===== src/rtl/if_stage.sv =====
// rtl/if_stage.sv - instruction-fetch stage with req/ack memory port, skid slot and branch discard
//
// Owns the program counter, fetches instruction words over a req/ack
// handshake and registers each word with its pc+PC_STEP for decode.
//
// Ports:
//   clk            rising-edge clock
//   rst            asynchronous active-low reset
//   freeze         decode stall; a live output slot must hold
//   branch_taken   one-cycle redirect pulse from EX (highest priority)
//   branch_address redirect target, valid with branch_taken
//   imem_req       fetch request to instruction memory
//   imem_addr      fetch address, stable until imem_ack
//   imem_ack       memory returns imem_rdata this cycle
//   imem_rdata     fetched instruction word
//   pc             fetched address + PC_STEP (decode pc_in)
//   instruction    fetched word (decode instruction_in)
//   valid          pc/instruction hold a live instruction; 0 = bubble

module if_stage #(
  parameter int                    WORD_WIDTH = 32,
  parameter logic [WORD_WIDTH-1:0] RESET_PC   = '0,
  parameter int                    PC_STEP    = 4
) (
  input  logic                  clk,
  input  logic                  rst,
  input  logic                  freeze,
  input  logic                  branch_taken,
  input  logic [WORD_WIDTH-1:0] branch_address,
  output logic                  imem_req,
  output logic [WORD_WIDTH-1:0] imem_addr,
  input  logic                  imem_ack,
  input  logic [WORD_WIDTH-1:0] imem_rdata,
  output logic [WORD_WIDTH-1:0] pc,
  output logic [WORD_WIDTH-1:0] instruction,
  output logic                  valid
);

  localparam logic [1:0] FETCH   = 2'd0;
  localparam logic [1:0] HOLD    = 2'd1;
  localparam logic [1:0] DISCARD = 2'd2;

  localparam logic [WORD_WIDTH-1:0] STEP = WORD_WIDTH'(PC_STEP);

  logic [1:0]            state;
  logic [WORD_WIDTH-1:0] pc_reg;
  logic [WORD_WIDTH-1:0] req_addr;
  logic [WORD_WIDTH-1:0] skid_pc;
  logic [WORD_WIDTH-1:0] skid_instr;

  logic                  slot_free;
  logic [WORD_WIDTH-1:0] pc_next;

  // Decode can take a new word when the slot is empty or it is not stalling.
  assign slot_free = !valid || !freeze;
  // Wraps modulo 2^WORD_WIDTH by truncation.
  assign pc_next   = pc_reg + STEP;

  // rst gates the request so memory sees it drop as soon as reset asserts,
  // independent of the clock.
  assign imem_req  = rst && (state != HOLD);
  // In DISCARD the in-flight stale request keeps its address until acked,
  // while pc_reg already points at the redirect target.
  assign imem_addr = (state == DISCARD) ? req_addr : pc_reg;

  always_ff @(posedge clk or negedge rst) begin
    if (!rst) begin
      state       <= FETCH;
      pc_reg      <= RESET_PC;
      req_addr    <= '0;
      skid_pc     <= '0;
      skid_instr  <= '0;
      pc          <= '0;
      instruction <= '0;
      valid       <= 1'b0;
    end else if (branch_taken) begin
      pc_reg     <= branch_address;
      valid      <= 1'b0;
      skid_pc    <= '0;
      skid_instr <= '0;
      case (state)
        FETCH: begin
          // An ack this same cycle is simply dropped; otherwise the stale
          // request is still outstanding and must be waited out.
          if (!imem_ack) begin
            req_addr <= pc_reg;
            state    <= DISCARD;
          end
        end
        HOLD:    state <= FETCH;
        DISCARD: state <= DISCARD;
        default: state <= FETCH;
      endcase
    end else begin
      case (state)
        FETCH: begin
          if (imem_ack) begin
            pc_reg <= pc_next;
            if (slot_free) begin
              instruction <= imem_rdata;
              pc          <= pc_next;
              valid       <= 1'b1;
            end else begin
              // Decode is stalled on a live word: park the new one and stop
              // requesting until the slot drains.
              skid_instr <= imem_rdata;
              skid_pc    <= pc_next;
              state      <= HOLD;
            end
          end else if (valid && !freeze) begin
            valid <= 1'b0;
          end
        end
        HOLD: begin
          if (!freeze) begin
            instruction <= skid_instr;
            pc          <= skid_pc;
            valid       <= 1'b1;
            skid_pc     <= '0;
            skid_instr  <= '0;
            state       <= FETCH;
          end
        end
        DISCARD: begin
          if (imem_ack) begin
            state <= FETCH;
          end
        end
        default: state <= FETCH;
      endcase
    end
  end

endmodule


===== config.mk =====
export PLATFORM = sky130hd
export DESIGN_NAME = if_stage
export DESIGN_NICKNAME = d
export VERILOG_FILES = /design/src/rtl/if_stage.sv
export SDC_FILE = /design/constraint.sdc
export NUM_CORES = 1
export LEC_CHECK = 0
export CORE_MARGIN = 2
export CORE_UTILIZATION = 53
export CTS_CLUSTER_SIZE = 14
export DETAILED_ROUTE_END_ITERATION = 8
export PLACE_DENSITY_LB_ADDON = 0.3
export SYNTH_ARGS = -nofsm -noshare
export SYNTH_HDL_FRONTEND = slang
export SYNTH_SLANG_ARGS = --single-unit

===== constraint.sdc =====
create_clock -name clk -period 2.45 [get_ports clk]
set_clock_uncertainty 0.05 [all_clocks]
set_input_delay 0.3675 -clock clk [delete_from_list [all_inputs] [get_ports clk]]
set_output_delay 0.3675 -clock clk [all_outputs]
set_load 0.01 [all_outputs]

# Word-level counts from Yosys, hierarchy flattened
# Index checks and enable logic that the tools add are counted.
[totals]
in_bits = 69
reg_bits = 195
elab_cells = 75
[op_classes]
addsub = 1
n_reduce_logical = 16
eq_ne = 13
n_mux = 35
bitwise_logic = 2
[ops]
columns = ["op", "n"]
rows = [
  ["$mux W32", 17],
  ["$pmux W32 S2", 4],
  ["$add A32 B3 Y32 const B", 1],
  ["$ne A3 B3 Y1 const B", 5],
  ["$mux W2", 6],
  ["$reduce_and A5 Y1", 2],
  ["$ne A4 B4 Y1 const B", 2],
  ["$reduce_and A4 Y1", 2],
  ["$ne A2 B2 Y1 const B", 3],
  ["$pmux W2 S3", 1],
  ["$reduce_bool A2 Y1", 3],
  ["$mux W1", 5],
  ["$pmux W2 S2", 1],
  ["$reduce_and A3 Y1", 1],
  ["$reduce_bool A3 Y1", 1],
  ["$eq A2 B1 Y1 const B", 1],
  ["$eq A2 B2 Y1 const B", 1],
  ["$logic_and A1 B1 Y1", 2],
  ["$logic_not A1 Y1", 2],
  ["$logic_not A2 Y1", 1],
  ["$ne A2 B1 Y1 const B", 1],
  ["$not A1 Y1", 2],
  ["$pmux W1 S2", 1],
  ["$reduce_and A2 Y1", 1],
  ["$logic_or A1 B1 Y1", 1],
]

# Depth between registers and ports, before layout
[depth]
depth_word = 6
mapped_depth = 8

# Worst setup path after synthesis
# OpenSTA, ideal clock, no wires.
[synth_timing]
path_kind = "register -> output"
start = "reg state[1]"
end = "out imem_addr[16]"
stages_incl_launch_ff = 6
path_buffers = 3
setup_slack_ns = 0.237
arrival_time_ns = 1.796
cell_sequence = "dfrtp_1 clkbuf_1 nor2b_1 clkbuf_1 buf_1 mux2_2"
[synth_via]
elab_chain_cells = 2
[synth_lines]
columns = ["item", "line_no", "source"]
rows = [
  ["start: declaration", "45", "logic [1:0] state;"],
  ["start signal: assignment", "68", "state <= FETCH;"],
  ["start signal: assignment", "87", "state <= DISCARD;"],
  ["start signal: assignment", "90", "HOLD: state <= FETCH;"],
  ["$eq A2 B2 Y1", "64", "assign imem_addr = (state == DISCARD) ? req_addr : pc_reg;"],
  ["$mux W32", "64", ""],
  ["end: declaration", "31", "output logic [WORD_WIDTH-1:0] imem_addr,"],
]
# Every way passes these cells.

# Worst setup path in the final report
[layout_timing]
start = "reg state[0]"
end = "out imem_addr[2]"
# Same word-level chain as after synthesis.

==> flow_summary.ini <==
[run_status]
outcome = complete, no violations

[timing]
slew_headroom = 0.4142
hold_viol = 0
rsz0062_at_grt = false
timing.final.ws_setup_ns = 0.1285
worstMarginPinSlew_ns = 0.8767
drv_slew = 0
fmax_mhz = 430.8
finalCriticalPeriod_ns = 2.322
finalCritPeriodShare = 0.9476
setup_violations = 0

[floorplanning]
die_w_um = 136.8
io_pins = 167
die_y_um = 136.8
dieArea_um2 = 18720
start_util = 0.5407
coreArea_um2 = 17300
row_count = 48

[placement]
place.gp.congestion = 0.8763
place_ws_ns = -0.05024
hpwlAfterDp_um = 16080
port_buffers = 166

[route]
vias_per_cell = 5.681
wl_per_cell_um = 17.29
wirelength_um = 24030
ant_nets = 0
drcViolationCount = 0
drt_iter0_markers = 715
dr.pass1.iters = 5
vias = 7896

[clock_tree]
clk_pin_slew_ns = 0.07
h-tree-depth = 4
hold_buffers = 0
cts_tree = yes
worstSkewPairLatency_ns = 0.44
clockBufferDepth = 2
cts_inserted_buffers = 17
cts_root_buf = clkbuf_16
cts.sinks = 195

[synth]
yosysTopAreaCellShare = 0.5218
synthesis.nets = 1073
synth_area_leaders = dfrtp_1 (52%), nand2_1 (9.3%), mux2_2 (7.5%), o21ai_0 (6.3%), xnor2_1 (2.8%)
synth_cell_types = 49
yosysTopAreaCell = dfrtp_1
yosysWarnings = 0
syn_area_um2 = 9351
syn_inst = 1003
synth-seq-cells = 195
async_flop_share = 1.000
ys_seq_area_frac = 0.5218
synth_area_per_cell_um2 = 9.323
ys.flop_type = dfrtp_1
synth_edf_count = 0

[critical_path]
required_ns = 2.03
slowest_stage = dfrtp_1
crit_path_max_incr_delay_ns = 0.41
critical_path.top_delay_family = buffers and inverters
cp-start-kind = flip-flop
path_buf_inv = 3
crit_path_end_kind = output port
cp.arrival_ns = 1.90
setup.worst_path.class = flip-flop to output port
worstPathCellList = nor2b_4, buf_4, buf_16, mux2_2, dlygate4sd2_1
critPathMaxFanout = 18

[global_route]
grt_usage = 0.2634
grtUsageMet2 = 0.3911
antenna_found_initial = 1
gr-total-overflow = 0
busiest_layer = met2
grt_pass1_vias = 7339
use_met1 = 0.3839
grt_max_degree = 142
use_met3 = 0.05630
grt_pass1_wl_um = 38350

[power_and_ir_drop]
leakage_nw = 5.173
irDropWorstVdd_mv = 0.5786
powerDensity_nw_per_um2 = 767.2
p_total_mw = 9.228

[finish]
drive_gt1_frac = 0.1365
largest_reg_flops = 64
layout.nets = 1222
antenna_cells = 0
layout_commonest_cell = nand2_1
final_core_util = 0.6954
syn_to_final_growth_pct = 28.62
most-common-layout-cells = nand2_1 (232), dfrtp_1 (195), clkdlybuf4s50_1 (132), o21ai_0 (115), mux2_2 (62)

[worst_hold_path]
hold_class = input pin to async pin

[run]
maxCapViolCount = 0
==> repair_timing <==
item	in CTS	in global routing
endpoints found under the setup margin	32	6
cloned	1	0
pin swaps	0	0
buffers inserted	3	0
gates resized for setup	32	6
==> power by group <==
part	switching, mW	leakage [nW]	total, mW	internal (mW)
logic	1.04	2.45	2.29	1.26
clock network	1.29	0.286	2.87	1.58
registers	0.326	2.44	4.07	3.74
==> kinds of logic after synthesis <==
logic type      Yosys count  synth area share
compound gates          213            0.1278
buf+inv                  87           0.03907
fa+ha+maj                 1          0.001338
xor+xnor                 48           0.04496
simple gates            395            0.1883
mux                      64           0.07680
flops                   195            0.5218
==> final timing paths <==
kind,slack (ns),end,start,cells past startpoint
setup / recovery,0.13,imem_addr[2],state[0]$_DFFE_PN0P_,5
hold / removal,0.01,skid_instr[12]$_DFFE_PN0P_,rst,2
setup reg to reg,0.18,pc[18]$_DFFE_PN0P_,pc_reg[2]$_DFFE_PN0N_,6
hold reg to reg,0.43,skid_pc[27]$_DFFE_PN0P_,skid_pc[27]$_DFFE_PN0P_,2
max in group asynchronous,1.74,pc_reg[25]$_DFFE_PN0N_,rst,2
min in group clk,0.17,valid$_DFFE_PN0P_,branch_taken,2
==> routing by layer <==
metal | vias to the layer above | share of wire
met4 | 2 | 0.023
met1 | 3799 | 0.44
met3 | 45 | 0.077
li1 | 3743 | -
met5 | - | 0.00054
met2 | 307 | 0.46
==> metrics by stage <==
step	instance area, µm²	hold WS [ns]	setup TNS [ns]	instances
floorplan	9351	0.02191	0	1003
global placement	11390	0.4029	0	1354
detailed placement	11390	0.4096	-0.3046	1354
CTS	12010	0.08720	0	1390
global route	12030	0.06673	0	1390
finish	12030	0.01422	0	1390
==> final cells by class <==
type,count,area [µm²]
clock buffers,20,456.7
clock inverters,12,142.6
fillers,1332,5269
inverters,5,18.77
multi-input cells,721,4160
flip-flops and latches,195,4880
well taps,225,281.5
repair buffers,212,2088
==> cell usage after synthesis, types with 2 or more instances <==
master,count
nand2_1,232
dfrtp_1,195
o21ai_0,117
clkbuf_1,65
mux2_2,62
nor2_1,60
a31oi_1,38
xnor2_1,30
a21oi_1,24
nor3_1,21
xor2_1,18
and3_1,15
nor4_1,14
buf_2,13
nand3_1,13
nand4_1,10
o21ai_1,10
a21o_1,7
and4_1,5
inv_1,5
nand2b_1,4
nor3b_1,4
a211oi_1,3
a22o_1,3
nor2b_1,3
o31a_2,3
or3_1,3
and2_1,2
mux2i_1,2
nand4b_1,2
o211ai_1,2
==> worst reg2reg max path, cell delays in order (launching register included) <==
cell	delay, ns
dfrtp_1	0.47
ha_1	0.30
and4_1	0.31
nand2_1	0.29
nor3_1	0.32
xnor2_1	0.26
o21ai_0	0.15
Power figures use the tool's default switching activity.
